### src/rtl/phy_8b10b_decoder_if.sv
// Symbol/result bundle between the PHY receive path and the 8b10b decoder.
// master: the side that feeds symbols and consumes decode results.
// slave:  the decoder itself.
interface phy_8b10b_decoder_if #(
  parameter int ERR_CNT_W = 8
);
  logic                 sym_valid;
  logic [9:0]           sym_in;
  logic                 err_clr;
  logic                 out_valid;
  logic [7:0]           out_data;
  logic [3:0]           out_sel;
  logic                 code_err;
  logic                 disp_err;
  logic                 frame_err;
  logic                 in_pkt;
  logic                 rd_pos;
  logic [ERR_CNT_W-1:0] err_cnt;

  modport master (
    output sym_valid, sym_in, err_clr,
    input  out_valid, out_data, out_sel, code_err, disp_err, frame_err,
           in_pkt, rd_pos, err_cnt
  );

  modport slave (
    input  sym_valid, sym_in, err_clr,
    output out_valid, out_data, out_sel, code_err, disp_err, frame_err,
           in_pkt, rd_pos, err_cnt
  );
endinterface

### src/rtl/phy_8b10b_decoder.sv
// Receive-side 8b10b decoder: comma/data classification, running disparity
// tracking, START..END packet framing and a saturating error counter.
// One registered cycle of latency, no backpressure.
module phy_8b10b_decoder #(
  parameter int ERR_CNT_W = 8
) (
  input logic               CLK,
  input logic               nRST,
  phy_8b10b_decoder_if.slave bus
);

  // comma_sel_t encoding; the eight commas use their table index directly
  localparam logic [3:0] START_PACKET_SEL   = 4'd0;
  localparam logic [3:0] END_PACKET_SEL     = 4'd1;
  localparam logic [3:0] RESEND_PACKET0_SEL = 4'd2;
  localparam logic [3:0] RESEND_PACKET1_SEL = 4'd3;
  localparam logic [3:0] RESEND_PACKET2_SEL = 4'd4;
  localparam logic [3:0] RESEND_PACKET3_SEL = 4'd5;
  localparam logic [3:0] ACK_SEL            = 4'd6;
  localparam logic [3:0] NACK_SEL           = 4'd7;
  localparam logic [3:0] DATA_SEL           = 4'd8;
  localparam logic [3:0] NADA_SEL           = 4'd9;

  // Framer states
  localparam logic [0:0] IDLE   = 1'b0;
  localparam logic [0:0] IN_PKT = 1'b1;

  // Link commas K28.0..K28.7 in their RD- form; the RD+ form is the complement
  function automatic logic [9:0] comma_code(input logic [2:0] idx);
    case (idx)
      3'd0:    comma_code = 10'b0011110100;
      3'd1:    comma_code = 10'b0011111001;
      3'd2:    comma_code = 10'b0011110101;
      3'd3:    comma_code = 10'b0011110011;
      3'd4:    comma_code = 10'b0011110010;
      3'd5:    comma_code = 10'b0011111010;
      3'd6:    comma_code = 10'b0011110110;
      default: comma_code = 10'b0011111000;
    endcase
  endfunction

  // 5b/6b table, RD+ form (000111 is the RD+ form of the balanced D.7)
  function automatic logic [5:0] code6(input logic [4:0] idx);
    case (idx)
      5'd0:  code6 = 6'b011000;  5'd1:  code6 = 6'b100010;
      5'd2:  code6 = 6'b010010;  5'd3:  code6 = 6'b110001;
      5'd4:  code6 = 6'b001010;  5'd5:  code6 = 6'b101001;
      5'd6:  code6 = 6'b011001;  5'd7:  code6 = 6'b000111;
      5'd8:  code6 = 6'b000110;  5'd9:  code6 = 6'b100101;
      5'd10: code6 = 6'b010101;  5'd11: code6 = 6'b110100;
      5'd12: code6 = 6'b001101;  5'd13: code6 = 6'b101100;
      5'd14: code6 = 6'b011100;  5'd15: code6 = 6'b101000;
      5'd16: code6 = 6'b100100;  5'd17: code6 = 6'b100011;
      5'd18: code6 = 6'b010011;  5'd19: code6 = 6'b110010;
      5'd20: code6 = 6'b001011;  5'd21: code6 = 6'b101010;
      5'd22: code6 = 6'b011010;  5'd23: code6 = 6'b000101;
      5'd24: code6 = 6'b001100;  5'd25: code6 = 6'b100110;
      5'd26: code6 = 6'b010110;  5'd27: code6 = 6'b001001;
      5'd28: code6 = 6'b001110;  5'd29: code6 = 6'b010001;
      5'd30: code6 = 6'b100001;  default: code6 = 6'b010100;
    endcase
  endfunction

  // 3b/4b table, RD+ form
  function automatic logic [3:0] code4(input logic [2:0] idx);
    case (idx)
      3'd0:    code4 = 4'b0100;
      3'd1:    code4 = 4'b1001;
      3'd2:    code4 = 4'b0101;
      3'd3:    code4 = 4'b0011;
      3'd4:    code4 = 4'b0010;
      3'd5:    code4 = 4'b1010;
      3'd6:    code4 = 4'b0110;
      default: code4 = 4'b0001;
    endcase
  endfunction

  logic [5:0]           sym6;
  logic [3:0]           sym4;
  logic [2:0]           ones6;
  logic [2:0]           ones4;
  logic                 is_comma;
  logic [2:0]           comma_idx;
  logic                 hit6;
  logic [4:0]           val6;
  logic                 hit4;
  logic [2:0]           val4;
  logic [5:0]           c6;
  logic [3:0]           c4;
  logic                 rd_mid;
  logic                 rd_nxt;
  logic                 nxt_disp_err;
  logic                 nxt_valid;
  logic [3:0]           nxt_sel;
  logic [7:0]           nxt_data;
  logic                 nxt_code_err;
  logic                 nxt_frame_err;
  logic [0:0]           nxt_state;
  logic                 any_err;

  logic                 out_valid_q;
  logic [7:0]           out_data_q;
  logic [3:0]           out_sel_q;
  logic                 code_err_q;
  logic                 disp_err_q;
  logic                 frame_err_q;
  logic [0:0]           state_q;
  logic                 rd_q;
  logic [ERR_CNT_W-1:0] err_cnt_q;

  assign sym6  = bus.sym_in[9:4];
  assign sym4  = bus.sym_in[3:0];
  assign ones6 = 3'($countones(sym6));
  assign ones4 = 3'($countones(sym4));

  // Comma match: either disparity form of any of the eight commas
  always_comb begin
    is_comma  = 1'b0;
    comma_idx = '0;
    for (int i = 0; i < 8; i++) begin
      if (bus.sym_in == comma_code(3'(i)) || bus.sym_in == ~comma_code(3'(i))) begin
        is_comma  = 1'b1;
        comma_idx = 3'(i);
      end
    end
  end

  // 6b lookup; balanced codes other than D.7 have a single legal form
  always_comb begin
    hit6 = 1'b0;
    val6 = '0;
    c6   = '0;
    for (int i = 0; i < 32; i++) begin
      c6 = code6(5'(i));
      if (sym6 == c6 ||
          (sym6 == ~c6 && ($countones(c6) != 3 || c6 == 6'b000111))) begin
        hit6 = 1'b1;
        val6 = 5'(i);
      end
    end
  end

  // 4b lookup including the alternate D.x.7 forms
  always_comb begin
    hit4 = 1'b0;
    val4 = '0;
    c4   = '0;
    for (int i = 0; i < 8; i++) begin
      c4 = code4(3'(i));
      if (sym4 == c4 ||
          (sym4 == ~c4 && ($countones(c4) != 2 || c4 == 4'b0011))) begin
        hit4 = 1'b1;
        val4 = 3'(i);
      end
    end
    if (sym4 == 4'b1000 || sym4 == 4'b0111) begin
      hit4 = 1'b1;
      val4 = 3'd7;
    end
  end

  // Running disparity: 6b against incoming RD, 4b against post-6b RD; RD
  // follows every unbalanced sub-block even on a violation so we resync
  always_comb begin
    nxt_disp_err = 1'b0;
    rd_mid       = rd_q;
    if (ones6 == 3'd4) begin
      nxt_disp_err = rd_q;
      rd_mid       = 1'b1;
    end else if (ones6 == 3'd2) begin
      nxt_disp_err = !rd_q;
      rd_mid       = 1'b0;
    end
    rd_nxt = rd_mid;
    if (ones4 == 3'd3) begin
      if (rd_mid) nxt_disp_err = 1'b1;
      rd_nxt = 1'b1;
    end else if (ones4 == 3'd1) begin
      if (!rd_mid) nxt_disp_err = 1'b1;
      rd_nxt = 1'b0;
    end
  end

  // Classification and framing; data outside a packet is dropped
  always_comb begin
    nxt_valid     = 1'b1;
    nxt_sel       = NADA_SEL;
    nxt_data      = '0;
    nxt_code_err  = 1'b0;
    nxt_frame_err = 1'b0;
    nxt_state     = state_q;
    if (is_comma) begin
      nxt_sel = {1'b0, comma_idx};
      if (nxt_sel == START_PACKET_SEL) begin
        nxt_frame_err = (state_q == IN_PKT);
        nxt_state     = IN_PKT;
      end else if (nxt_sel == END_PACKET_SEL) begin
        nxt_frame_err = (state_q == IDLE);
        nxt_state     = IDLE;
      end
    end else if (hit6 && hit4) begin
      nxt_sel  = DATA_SEL;
      nxt_data = {val4, val6};
      if (state_q == IDLE) begin
        nxt_frame_err = 1'b1;
        nxt_valid     = 1'b0;
      end
    end else begin
      nxt_code_err = 1'b1;
    end
  end

  assign any_err = nxt_code_err | nxt_disp_err | nxt_frame_err;

  // Output/state registers; flags pulse for one cycle per accepted symbol
  always_ff @(posedge CLK) begin
    if (!nRST) begin
      out_valid_q <= 1'b0;
      out_data_q  <= '0;
      out_sel_q   <= NADA_SEL;
      code_err_q  <= 1'b0;
      disp_err_q  <= 1'b0;
      frame_err_q <= 1'b0;
      state_q     <= IDLE;
      rd_q        <= 1'b0;
      err_cnt_q   <= '0;
    end else begin
      out_valid_q <= 1'b0;
      code_err_q  <= 1'b0;
      disp_err_q  <= 1'b0;
      frame_err_q <= 1'b0;
      if (bus.sym_valid) begin
        out_valid_q <= nxt_valid;
        out_data_q  <= nxt_data;
        out_sel_q   <= nxt_sel;
        code_err_q  <= nxt_code_err;
        disp_err_q  <= nxt_disp_err;
        frame_err_q <= nxt_frame_err;
        state_q     <= nxt_state;
        rd_q        <= rd_nxt;
      end
      if (bus.err_clr) begin
        err_cnt_q <= '0;
      end else if (bus.sym_valid && any_err && err_cnt_q != '1) begin
        err_cnt_q <= err_cnt_q + ERR_CNT_W'(1);
      end
    end
  end

  assign bus.out_valid = out_valid_q;
  assign bus.out_data  = out_data_q;
  assign bus.out_sel   = out_sel_q;
  assign bus.code_err  = code_err_q;
  assign bus.disp_err  = disp_err_q;
  assign bus.frame_err = frame_err_q;
  assign bus.in_pkt    = (state_q == IN_PKT);
  assign bus.rd_pos    = rd_q;
  assign bus.err_cnt   = err_cnt_q;

endmodule

### src/flat_wrapper.sv
// flat-port wrapper written by rule: the top's interface ports become plain ports
module phy_8b10b_decoder_flat 
#(
  parameter int ERR_CNT_W = 8
)
  (CLK, nRST, bus_sym_valid, bus_sym_in, bus_err_clr, bus_out_valid, bus_out_data, bus_out_sel, bus_code_err, bus_disp_err, bus_frame_err, bus_in_pkt, bus_rd_pos, bus_err_cnt);
  phy_8b10b_decoder_if #(.ERR_CNT_W(ERR_CNT_W)) bus_i ();
  input logic CLK;
  input logic nRST;
  input wire logic [$bits(bus_i.sym_valid)-1:0] bus_sym_valid;
  input wire logic [$bits(bus_i.sym_in)-1:0] bus_sym_in;
  input wire logic [$bits(bus_i.err_clr)-1:0] bus_err_clr;
  output wire logic [$bits(bus_i.out_valid)-1:0] bus_out_valid;
  output wire logic [$bits(bus_i.out_data)-1:0] bus_out_data;
  output wire logic [$bits(bus_i.out_sel)-1:0] bus_out_sel;
  output wire logic [$bits(bus_i.code_err)-1:0] bus_code_err;
  output wire logic [$bits(bus_i.disp_err)-1:0] bus_disp_err;
  output wire logic [$bits(bus_i.frame_err)-1:0] bus_frame_err;
  output wire logic [$bits(bus_i.in_pkt)-1:0] bus_in_pkt;
  output wire logic [$bits(bus_i.rd_pos)-1:0] bus_rd_pos;
  output wire logic [$bits(bus_i.err_cnt)-1:0] bus_err_cnt;
  assign bus_i.sym_valid = bus_sym_valid;
  assign bus_i.sym_in = bus_sym_in;
  assign bus_i.err_clr = bus_err_clr;
  assign bus_out_valid = bus_i.out_valid;
  assign bus_out_data = bus_i.out_data;
  assign bus_out_sel = bus_i.out_sel;
  assign bus_code_err = bus_i.code_err;
  assign bus_disp_err = bus_i.disp_err;
  assign bus_frame_err = bus_i.frame_err;
  assign bus_in_pkt = bus_i.in_pkt;
  assign bus_rd_pos = bus_i.rd_pos;
  assign bus_err_cnt = bus_i.err_cnt;
  phy_8b10b_decoder #(.ERR_CNT_W(ERR_CNT_W)) u_core (.CLK(CLK), .nRST(nRST), .bus(bus_i));
endmodule
### config.mk
export PLATFORM = sky130hd
export DESIGN_NAME = phy_8b10b_decoder_flat
export DESIGN_NICKNAME = d
export VERILOG_FILES = /design/src/rtl/phy_8b10b_decoder_if.sv /design/src/rtl/phy_8b10b_decoder.sv /design/src/flat_wrapper.sv
export SDC_FILE = /design/constraint.sdc
export NUM_CORES = 1
export LEC_CHECK = 0
export ABC_AREA = 1
export CORE_ASPECT_RATIO = 0.6
export CORE_MARGIN = 2
export CORE_UTILIZATION = 54
export DETAILED_ROUTE_END_ITERATION = 8
export PLACE_DENSITY = 0.8
export SYNTH_ARGS = -nofsm -noshare
export SYNTH_HDL_FRONTEND = slang
export SYNTH_SLANG_ARGS = --single-unit
### constraint.sdc
create_clock -name CLK -period 4.5 [get_ports CLK]
set_clock_uncertainty 0.2 [all_clocks]
set_input_delay 1.35 -clock CLK [delete_from_list [all_inputs] [get_ports CLK]]
set_output_delay 1.35 -clock CLK [all_outputs]
set_load 0.01 [all_outputs]
==> metrics.md <==
| Metric | Value |
|---|---|
| Outcome | complete, no violations |
| Portion of netlist area occupied by mux cells | 0 |
| Total of buffers placed on input and output ports | 39 |
| Initial antenna violation count | 0 |
| DP Wirelength | 5.51 mm |
| Power Dens Cells | 214 mW/mm² |
| GR Util All Layers | 0.274 |
| Cell Area, Synth | 0.00247 mm² |
| Total number of H-tree levels | 1 |
| Slew at the pin closest to its max-slew limit | 0.485 ns |
| Net count after synthesis | 424 |
| Synth Flop Type | sky130_fd_sc_hd__dfxtp_1 |
| Die span in y | 56.4 µm |
| Number of setup violations in the final report | 0 |
| Setup slack, reg-to-reg | 2.37 ns |
| Final core utilization | 0.757 |
| Mean instance size in the synthesized netlist | 6.44 µm² |
| Top Usage Layer GRT | met2 |
| Worst Setup End Kind | flop |
| # diodes | 0 |
| Proportion of layout cells with a drive suffix above 1 | 0.212 |
| Number of slew-limit violations in the final report | 0 |
| Area growth, synth to finish | 37.5% |
| Initial drt markers | 238 |
| Largest net degree at the start of global routing | 17 |
| Total die area | 0.00516 mm² |
| Wire length of the first global-routing pass | 11.5 mm |
| Synthesized-area fraction occupied by and/or/nand/nor cells | 0.349 |
| Slowest cell on the critical path | sky130_fd_sc_hd__fa_1 |
| Critical Path Fanout Max | 5 |
| Final weighted congestion in routability-driven placement | 0.994 |
| Fraction of the cycle the final worst path needs | 0.987 |
| Drt via density | 5.36 |
| GR Layer Usage met3 | 0.0443 |
| Static leakage | 1.59 nW |
| Gate count of the mapped netlist | 384 |
| Cells along the critical path | clkdlybuf4s15_1, ha_2, inv_2, fa_1, inv_1, ha_2, xor2_2, nand2_1, nor2_1, inv_1, o21ai_2, nor2_1, a2111o_1, a21oi_2, nand3_2, o211ai_4, nor4_4, buf_4, a21oi_2, o21a_1 |
| Crit path required time | 4.52 ns |
| Buffers plus inverters on the worst setup path | 5 |
| Clock latency on the worst-skew pair | 0.27 ns |
| Initial Util | 0.551 |
| Hold WS | 0.270 ns |
| Clock sink count | 26 |
| Fraction of synthesized cell area in xor and xnor cells | 0.00708 |
| Register area share after synthesis | 0.210 |
| Cell area after layout | 0.00340 mm² |
| Path category of the worst min-delay check | flop to flop |
| Final worst-path setup slack | 0.0578 ns |
| Crit Path Class | input pin to flop |
| Count of nets left with antenna violations after detail routing | 0 |
| Remaining design rule violation count | 0 |
| Count of vias placed by the detailed router | 2,861 |
| EDFF count, synth | 0 |
| Post-layout net count | 512 |
| Tightest slew margin relative to the limit | 0.676 |
| Worst path top cell family by delay | compound AO/OA/AOI/OAI gates |
| Setup Slack @ Placement | -0.600 ns |
| Share of flip-flops with an asynchronous set or reset after synthesis | 0 |
| Max VDD drop | 203 µV |
| Filler cell count | 332 |
| Count of warnings emitted by yosys | 0 |
| Post-Route Setup TNS | 0 ns |
| Dominant combinational cell family by area after synthesis | simple AND/OR/NAND/NOR gates |
| GR Overflow Total | 0 |
| Routed wirelength normalized by instance count | 13.5 µm |
| MaxCap Viol Count | 0 |
| TritonCTS clock tree | done |
| Synth cell types | 37 |
| M2 GR Usage | 0.445 |
| Pre-Repair DR Iteration Count | 5 |
| Clock-pin transition on the worst setup and hold timing paths | 0.09 ns |
| Fraction of the mapped netlist area in adder cells | 0.141 |
| Post-synthesis compound-gate area fraction | 0.184 |
| Maximum clock frequency | 225 MHz |
| Clock buffer count from CTS | 3 |
| Cell at the root of the clock tree | sky130_fd_sc_hd__clkbuf_8 |
| Flop and latch count out of synthesis | 26 |
| CTS Buffer Depth | 2 |
| Time the final worst path needs with I/O delays and setup | 4.44 ns |
| Standard cell area after detailed placement | 0.00322 mm² |
| IO Count | 40 |
| DRT Wirelength | 7.19 mm |
| Die W | 91.4 µm |
| Standard cell core area | 0.00449 mm² |
| Final Hold Fails | 0 |
| Worst path max stage delay | 0.53 ns |
| Via count of the first global-routing pass | 2,550 |
| Startpoint type of the worst setup path | input pin |
| Placement Rows | 19 |
| Arrival time at the worst endpoint | 4.46 ns |
| Global-route met1 utilization | 0.386 |
[cells by family after synthesis]
kind of cell / count (synthesis)
AOI/OAI and AO/OA: 70
xor gates and xnor gates: 2
adders and majority gates: 26
buffers and inverters: 68
DFF: 26
and+or+nand+nor: 192
[Yosys cell counts, types with 2 or more instances]
master	number	area share
sky130_fd_sc_hd__clkinv_1	2	0.0030
sky130_fd_sc_hd__nand3_2	3	0.012
sky130_fd_sc_hd__nor2_2	3	0.0076
sky130_fd_sc_hd__inv_2	10	0.015
sky130_fd_sc_hd__nand3_1	23	0.047
sky130_fd_sc_hd__a21oi_1	25	0.051
sky130_fd_sc_hd__nor4_4	2	0.017
sky130_fd_sc_hd__inv_1	51	0.077
sky130_fd_sc_hd__dfxtp_1	26	0.21
sky130_fd_sc_hd__nor3_1	6	0.012
sky130_fd_sc_hd__nor2_1	39	0.059
sky130_fd_sc_hd__nand2_1	105	0.16
sky130_fd_sc_hd__o21ai_0	13	0.026
sky130_fd_sc_hd__ha_1	23	0.12
sky130_fd_sc_hd__o22ai_2	2	0.010
sky130_fd_sc_hd__o22ai_1	17	0.043
sky130_fd_sc_hd__fa_1	3	0.024
sky130_fd_sc_hd__xor2_1	2	0.0071
sky130_fd_sc_hd__nor3_2	3	0.012
sky130_fd_sc_hd__a31oi_1	4	0.010
sky130_fd_sc_hd__buf_6	2	0.0091
sky130_fd_sc_hd__nand2_2	4	0.010
sky130_fd_sc_hd__clkbuf_1	2	0.0030
[layout make-up]
| class | instances | area (µm²) | area share |
|---|---|---|---|
| sequential | 26 | 520 | 0.153 |
| clock inverter | 1 | 30.0 | 0.00882 |
| tap | 63 | 78.8 | 0.0232 |
| timing repair buffer | 88 | 751 | 0.221 |
| multi-input combinational | 290 | 1750 | 0.513 |
| inverter | 63 | 236 | 0.0695 |
| clock buffer | 3 | 41.3 | 0.0121 |
[tightest hold or removal path, stage by stage (launching register included)]
cell,delay [ns]
sky130_fd_sc_hd__dfxtp_1,0.32
sky130_fd_sc_hd__nand2_1,0.06
sky130_fd_sc_hd__a21oi_1,0.05
[power breakdown]
group	switching [mW]	internal (mW)	leakage, nW
combinational	0.153	0.136	1.34
clock	0.0721	0.119	0.0357
sequential	0.00663	0.241	0.212
total	0.232	0.496	1.59
[layout by cell type (no fill, tap or decap), types with 3 or more instances in the layout]
cell type | synthesis | routed
sky130_fd_sc_hd__clkdlybuf4s15_1 | 0 | 3
sky130_fd_sc_hd__o21ai_0 | 13 | 12
sky130_fd_sc_hd__ha_1 | 23 | 18
sky130_fd_sc_hd__fa_1 | 3 | 3
sky130_fd_sc_hd__buf_4 | 0 | 48
sky130_fd_sc_hd__nand2_1 | 105 | 105
sky130_fd_sc_hd__clkdlybuf4s50_1 | 0 | 33
sky130_fd_sc_hd__a31oi_1 | 4 | 4
sky130_fd_sc_hd__dfxtp_1 | 26 | 26
sky130_fd_sc_hd__nor3_2 | 3 | 5
sky130_fd_sc_hd__inv_1 | 51 | 50
sky130_fd_sc_hd__nand2_2 | 4 | 4
sky130_fd_sc_hd__nor2_2 | 3 | 3
sky130_fd_sc_hd__nand3_1 | 23 | 23
sky130_fd_sc_hd__ha_2 | 0 | 4
sky130_fd_sc_hd__nand3_2 | 3 | 3
sky130_fd_sc_hd__nor2_1 | 39 | 39
sky130_fd_sc_hd__a21oi_1 | 25 | 23
sky130_fd_sc_hd__o22ai_1 | 17 | 17
sky130_fd_sc_hd__inv_2 | 10 | 11
sky130_fd_sc_hd__clkbuf_8 | 0 | 3
sky130_fd_sc_hd__nor3_1 | 6 | 3
[registers in the layout, summed over array words and instances, names as in the netlist]
register,cells
u_core.bus.rd_pos,1
u_core.bus.out_valid,1
u_core.bus.in_pkt,1
u_core.bus.code_err,1
u_core.bus.frame_err,1
u_core.bus.out_sel,4
u_core.bus.disp_err,1
u_core.bus.err_cnt,8
u_core.bus.out_data,8
[timing repair]
action	in CTS	in global routing
pin swaps	8	7
setup endpoints to repair	8	9
hold buffers	0	0
resized for setup	16	13
setup buffers	5	2
[worst paths after layout]
kind	startpoint	end	cells past startpoint
setup / recovery	bus_sym_in[4]	u_core.bus.err_cnt[3]	20
hold / removal	u_core.bus.out_data[1]	u_core.bus.out_data[1]	2
setup reg to reg	u_core.bus.rd_pos	u_core.bus.err_cnt[3]	10
hold reg to reg	u_core.bus.out_data[1]	u_core.bus.out_data[1]	2
[routing by layer]
layer	part of all wire	wire [µm]	up-vias
li1	-	-	1426
met1	0.46	3300	1289
met2	0.45	3220	130
met3	0.077	550	16
met4	0.015	108	0
met5	0	0	-
[per-stage QoR]
stage / total power, mW / std cells
floorplan: 0.397 / 384
global placement: 0.492 / 523
detailed placement: 0.502 / 523
CTS: 0.708 / 532
global route: 0.768 / 534
finish: 0.728 / 534
Note: power is estimated with default switching activity, not from simulation.
